<file path="config.mk">
export PLATFORM = sky130hd
export DESIGN_NAME = i2c_master_seq
export DESIGN_NICKNAME = d
export VERILOG_FILES = /design/src/rtl/i2c_pkg.sv /design/src/rtl/i2c_quarter_tick.sv /design/src/rtl/i2c_master_seq.sv
export SDC_FILE = /design/constraint.sdc
export NUM_CORES = 1
export LEC_CHECK = 0
export CAP_MARGIN = 5
export CORE_MARGIN = 2
export CORE_UTILIZATION = 50
export CTS_CLUSTER_SIZE = 10
export DETAILED_ROUTE_END_ITERATION = 6
export GPL_TIMING_DRIVEN = 0
export PLACE_DENSITY = 0.73
export SYNTH_ARGS = -nofsm -noshare
export SYNTH_HDL_FRONTEND = slang
export SYNTH_HIERARCHICAL = 1
export SYNTH_SLANG_ARGS = --single-unit
</file>
<file path="constraint.sdc">
create_clock -name clk -period 4.4 [get_ports clk]
set_input_delay 0.88 -clock clk [delete_from_list [all_inputs] [get_ports clk]]
set_output_delay 0.88 -clock clk [all_outputs]
set_load 0.01 [all_outputs]
</file>
<file path="src/rtl/i2c_pkg.sv">
// Shared types and bus constants for the I2C master sequencer.
package i2c_pkg;

  typedef enum logic [3:0] {
    ST_IDLE,
    ST_START,
    ST_ADDR,
    ST_ADDR_ACK,
    ST_WRITE,
    ST_WRITE_ACK,
    ST_READ,
    ST_READ_ACK,
    ST_STOP
  } i2c_seq_state_t;

  typedef enum logic [1:0] {
    Q0,
    Q1,
    Q2,
    Q3
  } quarter_t;

  localparam logic I2C_ACK   = 1'b0;
  localparam logic I2C_NACK  = 1'b1;
  localparam logic I2C_READ  = 1'b1;
  localparam logic I2C_WRITE = 1'b0;

  // Next quarter, wrapping Q3 back to Q0.
  function automatic quarter_t quarter_inc(input quarter_t q);
    return quarter_t'(2'(q) + 2'd1);
  endfunction

endpackage

</file>
<file path="src/rtl/i2c_quarter_tick.sv">
// SCL timebase: CLK_DIV divider producing a tick, plus the 2-bit quarter counter.
module i2c_quarter_tick
  import i2c_pkg::*;
#(
  parameter int unsigned CLK_DIV = 4
) (
  input  logic     clk,
  input  logic     rst_n,
  input  logic     en,
  input  logic     clr,
  output logic     tick_c,
  output quarter_t q
);

  localparam int unsigned DIV_W = (CLK_DIV > 1) ? $clog2(CLK_DIV) : 1;
  localparam logic [DIV_W-1:0] DIV_LAST = DIV_W'(CLK_DIV - 1);

  logic [DIV_W-1:0] div;

  assign tick_c = en && !clr && (div == DIV_LAST);

  // Divider and quarter counter; held at zero while cleared.
  always_ff @(posedge clk or negedge rst_n) begin
    if (!rst_n) begin
      div <= '0;
      q   <= Q0;
    end else if (clr) begin
      div <= '0;
      q   <= Q0;
    end else if (en) begin
      if (tick_c) begin
        div <= '0;
        q   <= quarter_inc(q);
      end else begin
        div <= div + DIV_W'(1);
      end
    end
  end

endmodule

</file>
<file path="src/rtl/i2c_master_seq.sv">
// Single-command I2C master: START, address+R/W, ACK, N data bytes, STOP.
module i2c_master_seq
  import i2c_pkg::*;
#(
  parameter int unsigned DATA_WIDTH = 8,
  parameter int unsigned ADDR_WIDTH = 7,
  parameter int unsigned CLK_DIV    = 4,
  parameter int unsigned LEN_WIDTH  = 4
) (
  input  logic                  clk,
  input  logic                  rst_n,
  input  logic                  cmd_valid,
  output logic                  cmd_ready,
  input  logic [ADDR_WIDTH-1:0] cmd_addr,
  input  logic                  cmd_rw,
  input  logic [LEN_WIDTH-1:0]  cmd_len,
  input  logic [DATA_WIDTH-1:0] wr_data,
  output logic                  wr_pop,
  output logic [DATA_WIDTH-1:0] rd_data,
  output logic                  rd_valid,
  output logic                  done,
  output logic                  nack_error,
  output logic                  busy,
  output logic                  scl_out,
  output logic                  sda_out,
  input  logic                  sda_in
);

  localparam int unsigned FRAME_W = ADDR_WIDTH + 1;
  localparam int unsigned MAX_W   = (FRAME_W > DATA_WIDTH) ? FRAME_W : DATA_WIDTH;
  localparam int unsigned BIT_W   = $clog2(MAX_W);
  localparam logic [BIT_W-1:0] ADDR_LAST = BIT_W'(FRAME_W - 1);
  localparam logic [BIT_W-1:0] DATA_LAST = BIT_W'(DATA_WIDTH - 1);

  i2c_seq_state_t state, state_nxt;
  quarter_t       q, q_nxt;
  logic           tick_c;
  logic           slot_end_c;
  logic           sample_c;

  logic [ADDR_WIDTH-1:0] addr_q, addr_d;
  logic                  rw_q, rw_d;
  logic [LEN_WIDTH-1:0]  len_q, len_d;
  logic [LEN_WIDTH-1:0]  byte_cnt, byte_cnt_d;
  logic [BIT_W-1:0]      bit_cnt, bit_cnt_d;
  logic [DATA_WIDTH-1:0] tx_byte, tx_byte_d;
  logic [DATA_WIDTH-1:0] rx_byte, rx_byte_d;
  logic                  ack_bit, ack_bit_d;
  logic                  err, err_d;

  logic [DATA_WIDTH-1:0] rd_data_d;
  logic                  rd_valid_d, wr_pop_d, done_d, nack_error_d;
  logic                  busy_d, cmd_ready_d, scl_d, sda_d;
  logic [FRAME_W-1:0]    frame_sh;
  logic [DATA_WIDTH-1:0] tx_sh;

  i2c_quarter_tick #(
    .CLK_DIV (CLK_DIV)
  ) u_tick (
    .clk    (clk),
    .rst_n  (rst_n),
    .en     (state != ST_IDLE),
    .clr    (state == ST_IDLE),
    .tick_c (tick_c),
    .q      (q)
  );

  assign slot_end_c = tick_c && (q == Q3);
  assign sample_c   = tick_c && (q == Q2);
  assign q_nxt      = tick_c ? quarter_inc(q) : q;

  // State register.
  always_ff @(posedge clk or negedge rst_n) begin
    if (!rst_n) state <= ST_IDLE;
    else        state <= state_nxt;
  end

  // Next-state: transitions happen only at bit-slot boundaries once running.
  always_comb begin
    state_nxt = state;
    case (state)
      ST_IDLE:      if (cmd_valid) state_nxt = ST_START;
      ST_START:     if (slot_end_c) state_nxt = ST_ADDR;
      ST_ADDR:      if (slot_end_c && bit_cnt == ADDR_LAST) state_nxt = ST_ADDR_ACK;
      ST_ADDR_ACK:
        if (slot_end_c) begin
          if (ack_bit == I2C_NACK)   state_nxt = ST_STOP;
          else if (len_q == '0)      state_nxt = ST_STOP;
          else if (rw_q == I2C_WRITE) state_nxt = ST_WRITE;
          else                       state_nxt = ST_READ;
        end
      ST_WRITE:     if (slot_end_c && bit_cnt == DATA_LAST) state_nxt = ST_WRITE_ACK;
      ST_WRITE_ACK:
        if (slot_end_c) begin
          if (ack_bit == I2C_NACK || (byte_cnt + LEN_WIDTH'(1)) == len_q) state_nxt = ST_STOP;
          else state_nxt = ST_WRITE;
        end
      ST_READ:      if (slot_end_c && bit_cnt == DATA_LAST) state_nxt = ST_READ_ACK;
      ST_READ_ACK:
        if (slot_end_c) begin
          if ((byte_cnt + LEN_WIDTH'(1)) == len_q) state_nxt = ST_STOP;
          else state_nxt = ST_READ;
        end
      ST_STOP:      if (slot_end_c) state_nxt = ST_IDLE;
      default:      state_nxt = ST_IDLE;
    endcase
  end

  // Outputs and datapath next values; bus lines follow the next state/quarter.
  always_comb begin
    addr_d       = addr_q;
    rw_d         = rw_q;
    len_d        = len_q;
    byte_cnt_d   = byte_cnt;
    bit_cnt_d    = bit_cnt;
    tx_byte_d    = tx_byte;
    rx_byte_d    = rx_byte;
    ack_bit_d    = ack_bit;
    err_d        = err;
    rd_data_d    = rd_data;
    rd_valid_d   = 1'b0;
    wr_pop_d     = 1'b0;
    done_d       = 1'b0;
    nack_error_d = 1'b0;
    scl_d        = 1'b1;
    sda_d        = 1'b1;
    frame_sh     = '0;
    tx_sh        = '0;

    case (state)
      ST_IDLE:
        if (cmd_valid) begin
          addr_d     = cmd_addr;
          rw_d       = cmd_rw;
          len_d      = cmd_len;
          byte_cnt_d = '0;
          bit_cnt_d  = '0;
          err_d      = 1'b0;
        end
      ST_ADDR:
        if (slot_end_c) bit_cnt_d = (bit_cnt == ADDR_LAST) ? '0 : bit_cnt + BIT_W'(1);
      ST_ADDR_ACK: begin
        if (sample_c) ack_bit_d = sda_in;
        if (slot_end_c && ack_bit == I2C_NACK) err_d = 1'b1;
      end
      ST_WRITE:
        if (slot_end_c) bit_cnt_d = (bit_cnt == DATA_LAST) ? '0 : bit_cnt + BIT_W'(1);
      ST_WRITE_ACK: begin
        if (sample_c) ack_bit_d = sda_in;
        if (slot_end_c) begin
          byte_cnt_d = byte_cnt + LEN_WIDTH'(1);
          if (ack_bit == I2C_NACK) err_d = 1'b1;
        end
      end
      ST_READ: begin
        if (sample_c) rx_byte_d = {rx_byte[DATA_WIDTH-2:0], sda_in};
        if (slot_end_c) begin
          if (bit_cnt == DATA_LAST) begin
            bit_cnt_d  = '0;
            rd_data_d  = rx_byte;
            rd_valid_d = 1'b1;
          end else begin
            bit_cnt_d = bit_cnt + BIT_W'(1);
          end
        end
      end
      ST_READ_ACK:
        if (slot_end_c) byte_cnt_d = byte_cnt + LEN_WIDTH'(1);
      ST_STOP:
        if (state_nxt == ST_IDLE) begin
          done_d       = 1'b1;
          nack_error_d = err;
        end
      default: ;
    endcase

    // Entering a write byte consumes the presented wr_data.
    if (state_nxt == ST_WRITE && state != ST_WRITE) begin
      tx_byte_d = wr_data;
      wr_pop_d  = 1'b1;
    end

    frame_sh = {addr_d, rw_d} << bit_cnt_d;
    tx_sh    = tx_byte_d << bit_cnt_d;

    case (state_nxt)
      ST_IDLE:     begin scl_d = 1'b1; sda_d = 1'b1; end
      ST_START:    begin scl_d = 1'b1; sda_d = (q_nxt == Q0 || q_nxt == Q1); end
      ST_ADDR:     begin scl_d = (q_nxt == Q2 || q_nxt == Q3); sda_d = frame_sh[FRAME_W-1]; end
      ST_WRITE:    begin scl_d = (q_nxt == Q2 || q_nxt == Q3); sda_d = tx_sh[DATA_WIDTH-1]; end
      ST_READ_ACK: begin
        scl_d = (q_nxt == Q2 || q_nxt == Q3);
        sda_d = ((byte_cnt_d + LEN_WIDTH'(1)) < len_d) ? I2C_ACK : I2C_NACK;
      end
      ST_STOP:     begin scl_d = (q_nxt == Q2 || q_nxt == Q3); sda_d = (q_nxt == Q3); end
      default:     begin scl_d = (q_nxt == Q2 || q_nxt == Q3); sda_d = 1'b1; end
    endcase

    busy_d      = (state_nxt != ST_IDLE);
    cmd_ready_d = (state_nxt == ST_IDLE);
  end

  // Datapath and registered outputs; reset releases both bus lines at once.
  always_ff @(posedge clk or negedge rst_n) begin
    if (!rst_n) begin
      addr_q     <= '0;
      rw_q       <= 1'b0;
      len_q      <= '0;
      byte_cnt   <= '0;
      bit_cnt    <= '0;
      tx_byte    <= '0;
      rx_byte    <= '0;
      ack_bit    <= 1'b1;
      err        <= 1'b0;
      rd_data    <= '0;
      rd_valid   <= 1'b0;
      wr_pop     <= 1'b0;
      done       <= 1'b0;
      nack_error <= 1'b0;
      busy       <= 1'b0;
      cmd_ready  <= 1'b1;
      scl_out    <= 1'b1;
      sda_out    <= 1'b1;
    end else begin
      addr_q     <= addr_d;
      rw_q       <= rw_d;
      len_q      <= len_d;
      byte_cnt   <= byte_cnt_d;
      bit_cnt    <= bit_cnt_d;
      tx_byte    <= tx_byte_d;
      rx_byte    <= rx_byte_d;
      ack_bit    <= ack_bit_d;
      err        <= err_d;
      rd_data    <= rd_data_d;
      rd_valid   <= rd_valid_d;
      wr_pop     <= wr_pop_d;
      done       <= done_d;
      nack_error <= nack_error_d;
      busy       <= busy_d;
      cmd_ready  <= cmd_ready_d;
      scl_out    <= scl_d;
      sda_out    <= sda_d;
    end
  end

endmodule

</file>
==> results of run 1 <==
[state kept, by name, indices dropped and copies added (netlist names), 2 cells and up]
name and flops:
rd_data 8, rx_byte 8, tx_byte 8, addr_q 7
byte_cnt 4, len_q 4, state 4, bit_cnt 3
u_tick/div 2, u_tick/q 2
[Yosys cell counts (all sizes together), types with 3 or more instances]
cell type	number
buf	11
o32ai	3
nor4	3
inv	12
a21oi	5
xor2	4
o21ai	12
nand2	36
nor3b	3
dfstp	4
nand2b	4
a22o	3
xnor2	4
mux2	33
and3	5
dfrtp	57
nor2	22
ha	10
nor3	4
nand3	9
and2	6
mux2i	12
[final cells by class]
cell class / instances / area (um2)
multi-input cells: 210 / 1560
repair buffers: 40 / 405.4
plain buffers: 13 / 82.58
clock inverters: 5 / 42.54
well taps: 77 / 96.34
inverters: 12 / 45.04
clock buffers: 11 / 151.4
fillers: 510 / 2362
flip-flops and latches: 61 / 1531
[cell usage in the layout, fill, tap and decap left out, drive strengths merged, types with 5 or more instances in the layout]
cell and n:
a21oi 5, mux2 33, nor2 22, inv 14, ha 10, buf 13, o21ai 12, mux2i 12
dfrtp 57, clkbuf 13, and2 6, nand2 36, and3 5, clkdlybuf4s50 38, nand3 9
[worst max path at each step]
stage / cells after the start / startpoint / to
2_1_floorplan: 18 / state[2]$_DFF_PN0_ / sda_out$_DFF_PN1_
3_3_place_gp: 14 / cmd_valid / sda_out$_DFF_PN1_
3_5_place_dp: 13 / cmd_valid / sda_out$_DFF_PN1_
4_1_cts: 16 / state[2]$_DFF_PN0_ / sda_out$_DFF_PN1_
5_1_grt: 16 / state[2]$_DFF_PN0_ / sda_out$_DFF_PN1_
6_report: 16 / state[2]$_DFF_PN0_ / sda_out$_DFF_PN1_
[kinds of logic (layout without fill, tap and decap cells)]
logic type,Yosys count,in the layout,synth area share
AND/OR/NAND/NOR,103,103,0.1613
flip-flops,61,61,0.4757
multiplexers,45,45,0.1527
AO/OA/AOI/OAI,43,43,0.1030
buffers and inverters,25,81,0.03964
adder cells (fa/ha/maj),10,10,0.03887
XOR/XNOR,9,9,0.02876
[through the flow]
stage                     utilization  instances  hold slack [ns]  area, um2
after floorplan                     -        296           0.4401       3219
after global placement         0.5904        412           0.4568       3706
after detailed placement       0.5928        413           0.4632       3721
after CTS                      0.6237        429           0.4833       3915
after global routing           0.6237        429           0.5098       3915
final                          0.6237        429           0.4767       3915
[critical path: cells and delay by family, from the launching register on]
family | cells | cell delay [ns]
flops | 1 | 0.39
fa+ha+maj | 1 | 0.23
compound gates | 6 | 1.19
simple gates | 4 | 0.65
xor+xnor | 1 | 0.20
buf+inv | 4 | 1.08
[per-layer routing]
layer  part of all wire  up-vias
li1                   -     1152
met1               0.46     1137
met2               0.48       48
met3              0.045        9
met4              0.014        0
met5                  0        -
[power by group]
| part | internal (mW) | leakage [nW] | total [mW] | switching [mW] |
|---|---|---|---|---|
| Clock | 0.241 | 0.0965 | 0.476 | 0.235 |
| Sequential | 0.679 | 0.801 | 0.748 | 0.0690 |
| Combinational | 0.273 | 0.907 | 0.617 | 0.344 |
| Total | 1.19 | 1.80 | 1.84 | 0.648 |
==> summary.md, run 1 <==
| Metric | Value |
|---|---|
| Pins over their slew limit | `0` |
| Level count of the clock H-tree | `3` |
| Worst-Skew Late Latency | `about 0.34 ns` |
| Startpoint type of the worst setup path | `flip-flop` |
| Class of the most critical hold timing path | `flip-flop to flip-flop` |
| Number of antenna violations at the first check in global routing | `0` |
| Gp weighted congestion | `around 0.87` |
| Final net count | `around 380` |
| Flop-to-flop setup slack | `between 0.5 and 0.6 ns` |
| Tot Pwr | `1.841 mW` |
| Final period utilization | `0.8720` |
| Initial drt markers | `99` |
| Portion of synthesized cell area occupied by the leading cell type | `0.4431` |
| Count of inserted antenna diode cells | `0` |
| Share of post-route cells with drive strength above 1 | `0.2188` |
| Launch instance of the worst register-to-register path | `state[2]$_DFF_PN0_` |
| Worst-case clock skew | `0.007921 ns` |
| Outcome | `finished, final reports clean` |
| Sink of the worst hold path | `err$_DFFE_PN0P_` |
| Vias in the first global route | `2259` |
| Largest net degree at the start of global routing | `39` |
| Required time of the worst setup path | `about 4.7 ns` |
| Async set-reset flop share out of synthesis | `1.000` |
| Total of warnings raised by yosys | `6` |
| Maximum fanout encountered on the critical timing path | `10` |
| Post-cts gate resize count | `0` |
| Power Density | `around 470 mW/mm2` |
| Post-detailed-placement half-perimeter wirelength | `4730 um` |
| Met3 usage in global routing | `0.03638` |
| Number of hold buffers added after CTS | `0` |
| Final global-route overflow total | `0` |
| Clock Path Buffers | `2` |
| IO buf count | `39` |
| Commonest register cell after synthesis | `sky130_fd_sc_hd__dfrtp_1` |
| Capturing point of the worst reg2reg path | `sda_out$_DFF_PN1_` |
| Mean area per synthesized cell | `around 11 um2` |
| Maximum single-stage delay on the critical path | `slightly below 0.5 ns` |
| Netlist area before placement | `approximately 0.0032 mm2` |
| Type of destination of the critical path | `flip-flop` |
| Top cells by area in the synthesized netlist | `sky130_fd_sc_hd__dfrtp_1 44%, sky130_fd_sc_hd__mux2_2 12%, sky130_fd_sc_hd__nand2_1 4.2%` |
| Category of the critical setup timing path | `flip-flop to flip-flop` |
| Data arrival time of the critical path | `between 4 and 5 ns` |
| Length of the first detailed-routing pass in iterations | `4` |
| Total length of routed wires | `6360 um` |
| Number of DRC violations after detailed routing | `0` |
| Final setup fails | `0` |
| Top cell type by total area after synthesis | `sky130_fd_sc_hd__dfrtp_1` |
| Area of the core region | `between 0.006 and 0.007 mm2` |
| Max Cap Violations | `0` |
| CP max-delay cell | `sky130_fd_sc_hd__buf_1` |
| GR Util met1 | `0.2526` |
| Vias after detailed routing | `roughly 2.3k` |
| Post-CTS Setup Bufs | `0` |
| TritonCTS clock tree | `yes` |
| Area of the die | `0.007096 mm2` |
| Die boundary width | `~84 um` |
| Clk slew on worst S/H paths | `~0.07 ns` |
| Effective utilization at floorplan | `0.5129` |
| Cell count after synthesis | `around 300` |
| Vertical extent of the die | `~84 um` |
| Avg Vias per Cell | `5.469` |
| Hold path depth | `2` |
| Minimum setup slack in the final design | `between 0.5 and 0.6 ns` |
| Count of final hold-check violations | `0` |
| I/O Pins | `40` |
| Maximum ir drop on the vdd rail | `about 0.00029 V` |
| Highest attainable clock frequency | `between 200 and 300 MHz` |
| Reg2reg path depth | `16` |
| Total clock buffers created by CTS | `9` |
| Total routing usage reported by global routing | `0.1882` |
| CTS Root Cell | `sky130_fd_sc_hd__clkbuf_8` |
| Syn_nets | `330` |
| Proportion of synthesized chip area in sequential cells | `0.4757` |
| Global-route wire length before repair | `10590 um` |
| Slew at the pin closest to its max-slew limit | `~0.79 ns` |
| Post-route ant nets | `0` |
| Post-synth EDFFs | `0` |
| Routed WL per cell | `between 10 and 15 um` |
| RSZ-0062 raised after global routing | `false` |
| Clock Sinks | `between 60 and 70` |
| Total number of placement rows | `29` |
| CP cell instances | `buf_4 > nor2_1 > nand2_1 > inv_2 > and2_1 > buf_2 > buf_1 > nor2_1 > o21ai_0 > o21ai_0 > xor2_1 > ha_1 > a311oi_1 > o21a_1 > o32a_1 > o41ai_2` |
| Layer carrying the most global-route usage | `met2` |
| Final Critical Period | `3.837 ns` |
| Total negative slack | `0 ns` |
| Leakage | `between 1.5 and 2 nW` |
| Number of library cell types mapped by synthesis | `60` |
| Signed area change from the synthesized netlist to the final layout | `21.61%` |
| Remaining max-slew budget at the tightest pin | `0.4671` |
| Number of synthesized register bits | `between 60 and 70` |
| Met2 track demand over resource | `0.3009` |
| Worst slack, placed | `0.3720 ns` |
| Hold path startpoint | `err$_DFFE_PN0P_` |
Power figures use the tool's default switching activity.
==> run 2: changes to the inputs <==
--- a/config.mk
+++ b/config.mk
@@ -5,7 +5,9 @@
 export SDC_FILE = /design/constraint.sdc
 export NUM_CORES = 1
 export LEC_CHECK = 0
+export ABC_CLOCK_PERIOD_IN_PS = 4400
 export CAP_MARGIN = 5
+export CORE_ASPECT_RATIO = 1.25
 export CORE_MARGIN = 2
 export CORE_UTILIZATION = 50
 export CTS_CLUSTER_SIZE = 10
@@ -16,3 +18,4 @@
 export SYNTH_HDL_FRONTEND = slang
 export SYNTH_HIERARCHICAL = 1
 export SYNTH_SLANG_ARGS = --single-unit
+export TNS_END_PERCENT = 100
==> run 2 against run 1 <==
Flip-flop and latch count stayed put. Worst setup slack worse by 0.012 ns. Worst hold slack improved by 0.00089 ns. Power is 4.2% higher. Clock power grew 15%. Core utilization grew 1.3 points. Sequential power rose by 0.5%. Non-clock buffer count unchanged. First-iteration DRC count up 26%. Final cell count up 1.9%. Global-route usage grew 1.8 points. Critical path type unchanged. Highest routed layer unchanged.
==> summary.md, run 2 (synthesized netlist as in run 1, its figures left out) <==
| Metric | Value |
|---|---|
| Highest attainable clock frequency | `259.8 MHz (-0.31%)` |
| CP max-delay cell | `sky130_fd_sc_hd__buf_1` |
| Power Density | `485.1 mW/mm2 (+3.1%)` |
| Routed WL per cell | `14.90 um (+0.53%)` |
| Worst-case clock skew | `0.009660 ns (+0.001739 ns)` |
| Total routing usage reported by global routing | `0.2063 (+0.01814)` |
| Outcome | `finished, final reports clean` |
| Remaining max-slew budget at the tightest pin | `0.4907 (+0.02361)` |
| TritonCTS clock tree | `yes` |
| Level count of the clock H-tree | `3 (unchanged)` |
| Number of antenna violations at the first check in global routing | `0 (unchanged)` |
| Class of the most critical hold timing path | `flip-flop to flip-flop` |
| Maximum ir drop on the vdd rail | `0.0003419 V (+18%)` |
| CP Buf/Inv Count | `4 (unchanged)` |
| Placed cell count | `421 (+1.9%)` |
| Leading cell types in the layout, fill and taps excluded | `57 x sky130_fd_sc_hd__dfrtp_1, 38 x sky130_fd_sc_hd__clkdlybuf4s50_1, 36 x sky130_fd_sc_hd__nand2_1` |
| Total clock buffers created by CTS | `9 (unchanged)` |
| Slew at the pin closest to its max-slew limit | `0.7597 ns (-0.03522 ns)` |
| Number of DRC violations after detailed routing | `0 (unchanged)` |
| Minimum setup slack in the final design | `0.5510 ns (-0.01200 ns)` |
| Final period utilization | `0.8748 (+0.002727)` |
| Largest net degree at the start of global routing | `41 (+5.1%)` |
| Number of hold buffers added after CTS | `0 (unchanged)` |
| Gp weighted congestion | `0.9217 (+6.5%)` |
| Post-detailed-placement half-perimeter wirelength | `4839 um (+2.3%)` |
| Count of inserted antenna diode cells | `0 (unchanged)` |
| Max Cap Violations | `0 (unchanged)` |
| Number of inserted filler cells in the final layout | `537 (+5.3%)` |
| I/O Pins | `40 (unchanged)` |
| Final Critical Period | `3.849 ns (+0.01200 ns)` |
| Critical Path Most Common Cell | `sky130_fd_sc_hd__o21ai_0` |
| Reg2reg path depth | `17 (+1)` |
| Critical path's top delay family | `buffers and inverters` |
| Maximum single-stage delay on the critical path | `0.51 ns (+0.02 ns)` |
| Footprint of the multi-input gates | `0.001560 mm2 (unchanged)` |
| Capturing point of the worst reg2reg path | `sda_out$_DFF_PN1_` |
| Count of final hold-check violations | `0 (unchanged)` |
| Cell Count, Final, Fillers Out | `437 (+1.9%)` |
| CTS Root Cell | `sky130_fd_sc_hd__clkbuf_8` |
| CP cell instances | `buf_4 > nor2_1 > nand2_1 > inv_2 > and2_1 > buf_2 > buf_1 > nor2_1 > o21ai_0 > o21ai_0 > nand3_1 > xnor2_1 > ha_1 > o21ai_0 > o21a_1 > o32a_1 > o41ai_2` |
| Length of the first detailed-routing pass in iterations | `4 (unchanged)` |
| Clk slew on worst S/H paths | `0.07 ns (about the same)` |
| Area of the die | `0.007101 mm2 (about the same)` |
| Sink of the worst hold path | `err$_DFFE_PN0P_` |
| RSZ-0062 raised after global routing | `false` |
| Initial drt markers | `125 (+26%)` |
| Final global-route overflow total | `0 (unchanged)` |
| Pins over their slew limit | `0 (unchanged)` |
| Worst slack, placed | `0.3800 ns (+0.008007 ns)` |
| Required time of the worst setup path | `4.63 ns (-0.03 ns)` |
| Clock Sinks | `61 (unchanged)` |
| Area of the core region | `0.006206 mm2 (-1.1%)` |
| IO buf count | `39 (unchanged)` |
| Hold path startpoint | `err$_DFFE_PN0P_` |
| Hold path depth | `2 (unchanged)` |
| Area taken by flip-flops and latches | `0.001531 mm2 (unchanged)` |
| Worst-Skew Late Latency | `0.34 ns (about the same)` |
| Avg Vias per Cell | `5.444 (-0.45%)` |
| Vias after detailed routing | `2379 (+1.4%)` |
| Total negative slack | `0 ns (unchanged)` |
| Post-CTS Setup Bufs | `0 (unchanged)` |
| Type of destination of the critical path | `flip-flop` |
| Maximum fanout encountered on the critical timing path | `10 (unchanged)` |
| Post-cts gate resize count | `0 (unchanged)` |
| Category of the critical setup timing path | `flip-flop to flip-flop` |
| Total length of routed wires | `6513 um (+2.4%)` |
| Total number of placement rows | `32 (+10%)` |
| Vertical extent of the die | `93.72 um (+11%)` |
| Vias in the first global route | `2324 (+2.9%)` |
| Post-route ant nets | `0 (unchanged)` |
| Share of post-route cells with drive strength above 1 | `0.2188 (unchanged)` |
| Startpoint type of the worst setup path | `flip-flop` |
| Leading cell type in the layout, fill and taps excluded | `sky130_fd_sc_hd__dfrtp_1` |
| Data arrival time of the critical path | `4.08 ns (-0.02 ns)` |
| Final net count | `381 (unchanged)` |
| Signed area change from the synthesized netlist to the final layout | `22.81%` |
| Final setup fails | `0 (unchanged)` |
| Clock Path Buffers | `2 (unchanged)` |
| Launch instance of the worst register-to-register path | `state[2]$_DFF_PN0_` |
| Largest registers | `rd_data x8, rx_byte x8, tx_byte x8` |
| Global-route wire length before repair | `10950 um (+3.4%)` |
| Effective utilization at floorplan | `0.5188 (+0.005894)` |
| Flop-to-flop setup slack | `0.55 ns (about the same)` |
| Die boundary width | `75.77 um (-10%)` |
| Leakage | `1.817 nW (+0.74%)` |
## run 2: power breakdown
group | switching [mW] | total (mW) | internal [mW] | leakage, nW
clock | 0.227 | 0.549 | 0.321 | 0.110
sequential | 0.0722 | 0.752 | 0.679 | 0.801
combinational | 0.343 | 0.618 | 0.274 | 0.907
## run 2: worst min-delay path, cell delays in order, from the launching register on
cell	delay (ns)
sky130_fd_sc_hd__dfrtp_1	0.34
sky130_fd_sc_hd__nand2_1	0.04
sky130_fd_sc_hd__o21ai_0	0.06
## run 2: how the worst max path moves through the flow
| stage | to | slack (ns) | cells past startpoint | start |
|---|---|---|---|---|
| 5_1_grt | sda_out$_DFF_PN1_ | 0.29 | 17 | state[2]$_DFF_PN0_ |
| 3_5_place_dp | sda_out$_DFF_PN1_ | 0.38 | 14 | cmd_valid |
| 6_report | sda_out$_DFF_PN1_ | 0.55 | 17 | state[2]$_DFF_PN0_ |
| 2_1_floorplan | sda_out$_DFF_PN1_ | 1.25 | 18 | state[2]$_DFF_PN0_ |
| 3_3_place_gp | sda_out$_DFF_PN1_ | 0.43 | 14 | cmd_valid |
| 4_1_cts | sda_out$_DFF_PN1_ | 0.57 | 17 | state[2]$_DFF_PN0_ |
## run 2: per-layer routing
metal	vias to the layer above	track usage	part of all wire
met2	61	0.3226	0.50
met5	-	0	0
li1	1153	-	-
met1	1157	0.2758	0.45
met4	0	0.09211	0.017
met3	8	0.03541	0.037
## run 2: per-stage QoR
| step | power, mW | util | hold slack, ns | cell area [um2] |
|---|---|---|---|---|
| 2_1_floorplan | 1.181 | - | 0.4401 | 3219 |
| 3_3_place_gp | 1.349 | 0.5988 | 0.4593 | 3716 |
| 3_5_place_dp | 1.377 | 0.6012 | 0.4635 | 3731 |
| 4_1_cts | 1.941 | 0.6371 | 0.4825 | 3954 |
| 5_1_grt | 2.051 | 0.6371 | 0.5079 | 3954 |
| 6_report | 1.918 | 0.6371 | 0.4776 | 3954 |
## run 2: area by class of cell
type | instances | area share
Timing Repair Buffer | 40 | 0.1025
Buffer | 13 | 0.02089
Multi-Input combinational cell | 210 | 0.3946
Sequential cell | 61 | 0.3873
Clock buffer | 9 | 0.03133
Inverter | 12 | 0.01139
Tap cell | 85 | 0.02690
Clock inverter | 7 | 0.02500
==> run 3: changes to the inputs <==
--- a/config.mk
+++ b/config.mk
@@ -9,11 +9,11 @@
 export CAP_MARGIN = 5
 export CORE_ASPECT_RATIO = 1.25
 export CORE_MARGIN = 2
-export CORE_UTILIZATION = 50
+export CORE_UTILIZATION = 25
 export CTS_CLUSTER_SIZE = 10
 export DETAILED_ROUTE_END_ITERATION = 6
 export GPL_TIMING_DRIVEN = 0
-export PLACE_DENSITY = 0.73
+export HOLD_SLACK_MARGIN = 0.15
 export SYNTH_ARGS = -nofsm -noshare
 export SYNTH_HDL_FRONTEND = slang
 export SYNTH_HIERARCHICAL = 1
==> run 3 against run 2 <==
Worst hold slack better by 0.0030 ns. Critical path depth stayed put. Clock skew is 0.0017 ns lower. Non-clock buffer count is the same. Sequential share of layout area fell by 1.7 points. Global-route usage down 9.6 points. Core utilization is 31 points lower. Worst setup slack better by 0.096 ns. Routed wire length grew 8.0%. Clock power increased by 28%. Sequential power hardly changed. Critical path type unchanged. Power rose by 7.8%.
==> summary.md, run 3 (synthesized netlist as in run 1, its figures left out) <==
| Metric | Value |
|---|---|
| Minimum setup slack in the final design | `0.6466 ns (+0.09552 ns)` |
| Worst-case clock skew | `0.008007 ns (-0.001652 ns)` |
| Length of the first detailed-routing pass in iterations | `4 (unchanged)` |
| Vertical extent of the die | `130.9 um (+40%)` |
| Largest registers | `rd_data x8, rx_byte x8, tx_byte x8` |
| Avg Vias per Cell | `4.496 (-17%)` |
| CTS Root Cell | `sky130_fd_sc_hd__clkbuf_16` |
| Number of antenna violations at the first check in global routing | `0 (unchanged)` |
| Total negative slack | `0 ns (unchanged)` |
| Maximum ir drop on the vdd rail | `0.0002782 V (-19%)` |
| Clk slew on worst S/H paths | `0.05 ns (-0.02 ns)` |
| Launch instance of the worst register-to-register path | `state[2]$_DFF_PN0_` |
| Die boundary width | `105.5 um (+39%)` |
| Power Density | `500.2 mW/mm2 (+3.1%)` |
| Total number of placement rows | `46 (+44%)` |
| Post-cts gate resize count | `0 (unchanged)` |
| Post-route ant nets | `0 (unchanged)` |
| Hold path depth | `2 (unchanged)` |
| Final net count | `381 (unchanged)` |
| Worst slack, placed | `0.4463 ns (+0.06623 ns)` |
| Hold path startpoint | `err$_DFFE_PN0P_` |
| RSZ-0062 raised after global routing | `false` |
| Class of the most critical hold timing path | `flip-flop to flip-flop` |
| Count of final hold-check violations | `0 (unchanged)` |
| Slew at the pin closest to its max-slew limit | `0.7870 ns (+0.02721 ns)` |
| Sink of the worst hold path | `err$_DFFE_PN0P_` |
| Total routing usage reported by global routing | `0.1100 (-0.09627)` |
| Vias after detailed routing | `2338 (-1.7%)` |
| Maximum fanout encountered on the critical timing path | `10 (unchanged)` |
| Placed standard-cell area | `0.003835 mm2 (+2.8%)` |
| Effective utilization at floorplan | `0.2542 (-0.2645)` |
| Outcome | `finished, final reports clean` |
| Flop-to-flop setup slack | `0.65 ns (+0.10 ns)` |
| Leading cell type in the layout, fill and taps excluded | `sky130_fd_sc_hd__dfrtp_1` |
| Final global-route overflow total | `0 (unchanged)` |
| Final period utilization | `0.8531 (-0.02171)` |
| Hold Slack | `0.4806 ns (+0.003017 ns)` |
| Global-route wire length before repair | `12050 um (+10%)` |
| Cell Count, Final, Fillers Out | `520 (+19%)` |
| Remaining max-slew budget at the tightest pin | `0.4725 (-0.01824)` |
| Area of the core region | `0.01266 mm2 (+100%)` |
| Level count of the clock H-tree | `3 (unchanged)` |
| Clock Path Buffers | `2 (unchanged)` |
| Number of DRC violations after detailed routing | `0 (unchanged)` |
| Leading cell types in the layout, fill and taps excluded | `57 x sky130_fd_sc_hd__dfrtp_1, 38 x sky130_fd_sc_hd__clkdlybuf4s50_1, 36 x sky130_fd_sc_hd__nand2_1` |
| IO buf count | `39 (unchanged)` |
| Highest attainable clock frequency | `266.4 MHz (+2.5%)` |
| Capturing point of the worst reg2reg path | `sda_out$_DFF_PN1_` |
| Data arrival time of the critical path | `3.98 ns (-0.10 ns)` |
| I/O Pins | `40 (unchanged)` |
| Category of the critical setup timing path | `flip-flop to flip-flop` |
| Reg2reg path depth | `17 (unchanged)` |
| Final setup fails | `0 (unchanged)` |
| Type of destination of the critical path | `flip-flop` |
| Signed area change from the synthesized netlist to the final layout | `28.45%` |
| Vias in the first global route | `2454 (+5.6%)` |
| TritonCTS clock tree | `yes` |
| Placed cell count | `504 (+20%)` |
| Gp weighted congestion | `0.8683 (-5.8%)` |
| Total clock buffers created by CTS | `9 (unchanged)` |
| Worst-Skew Late Latency | `0.33 ns (about the same)` |
| Post-detailed-placement half-perimeter wirelength | `5133 um (+6.1%)` |
| Pins over their slew limit | `0 (unchanged)` |
| Share of post-route cells with drive strength above 1 | `0.2188 (unchanged)` |
| Leakage | `1.845 nW (+1.6%)` |
| Routed WL per cell | `13.53 um (-9.2%)` |
| Initial drt markers | `84 (-33%)` |
| Clock Sinks | `61 (unchanged)` |
| Area of all placed cells without fillers | `0.004135 mm2 (+4.6%)` |
| Area of the die | `0.01381 mm2 (+94%)` |
| Final Critical Period | `3.753 ns (-0.09552 ns)` |
| Post-CTS Setup Bufs | `0 (unchanged)` |
| Startpoint type of the worst setup path | `flip-flop` |
| Number of hold buffers added after CTS | `0 (unchanged)` |
| Largest net degree at the start of global routing | `38 (-7.3%)` |
| Total length of routed wires | `7036 um (+8.0%)` |
| Count of inserted antenna diode cells | `0 (unchanged)` |
| Required time of the worst setup path | `4.63 ns (about the same)` |
| Max Cap Violations | `0 (unchanged)` |
-- run 3: cell types whose count changed in the layout (fill, tap and decap cells not counted), sizes merged --
cell      previous run  this run
bufinv               2         1
clkinv               3         2
clkinvlp             1         3
-- run 3: power breakdown --
part | internal, mW | switching (mW) | leakage [nW]
Combinational | 0.273 | 0.340 | 0.907
Sequential | 0.681 | 0.0737 | 0.801
Clock | 0.439 | 0.262 | 0.138
Total | 1.39 | 0.676 | 1.85
-- run 3: how the worst max path moves through the flow --
stage / end / from / slack (ns) / cells past startpoint
2_1_floorplan: sda_out$_DFF_PN1_ / state[2]$_DFF_PN0_ / 1.25 / 18
3_3_place_gp: rx_byte[2]$_DFFE_PN0P_ / rst_n / 0.43 / 1
3_5_place_dp: sda_out$_DFF_PN1_ / cmd_valid / 0.45 / 14
4_1_cts: sda_out$_DFF_PN1_ / state[2]$_DFF_PN0_ / 0.64 / 17
5_1_grt: sda_out$_DFF_PN1_ / state[2]$_DFF_PN0_ / 0.28 / 17
6_report: sda_out$_DFF_PN1_ / state[2]$_DFF_PN0_ / 0.65 / 17
-- run 3: cell type report --
class                           instances  area, um2
Clock inverter                          7      75.07
Clock buffer                            9      225.2
Buffer                                 13      82.58
Timing Repair Buffer                   40      405.4
Multi-Input combinational cell        210       1560
Sequential cell                        61       1531
Inverter                               12      45.04
Tap cell                              168      210.2
Fill cell                            1307       8527
-- run 3: routing by layer --
metal	up-vias	share of wire	global-route usage	wire length [um]
met5	-	0	0	0
met4	0	0.0065	0.04412	46
met3	4	0.042	0.02183	297
met2	42	0.51	0.1939	3582
met1	1137	0.44	0.1325	3110
li1	1155	-	-	-
-- run 3: metrics by stage --
stage | util | power [mW]
floorplan | - | 1.181
global route | 0.3266 | 2.207
global placement | 0.3017 | 1.363
detailed placement | 0.3029 | 1.380
CTS | 0.3266 | 2.095
finish | 0.3266 | 2.068
-- run 3: critical path, stage by stage (launching register included) --
cell,delay [ns]
sky130_fd_sc_hd__dfrtp_1,0.38
sky130_fd_sc_hd__buf_4,0.17
sky130_fd_sc_hd__nor2_1,0.14
sky130_fd_sc_hd__nand2_1,0.23
sky130_fd_sc_hd__inv_2,0.20
sky130_fd_sc_hd__and2_1,0.14
sky130_fd_sc_hd__buf_2,0.22
sky130_fd_sc_hd__buf_1,0.52
sky130_fd_sc_hd__nor2_1,0.14
sky130_fd_sc_hd__o21ai_0,0.19
sky130_fd_sc_hd__o21ai_0,0.18
sky130_fd_sc_hd__nand3_1,0.13
sky130_fd_sc_hd__xnor2_1,0.08
sky130_fd_sc_hd__ha_1,0.28
sky130_fd_sc_hd__o21ai_0,0.07
sky130_fd_sc_hd__o21a_1,0.19
sky130_fd_sc_hd__o32a_1,0.34
sky130_fd_sc_hd__o41ai_2,0.06
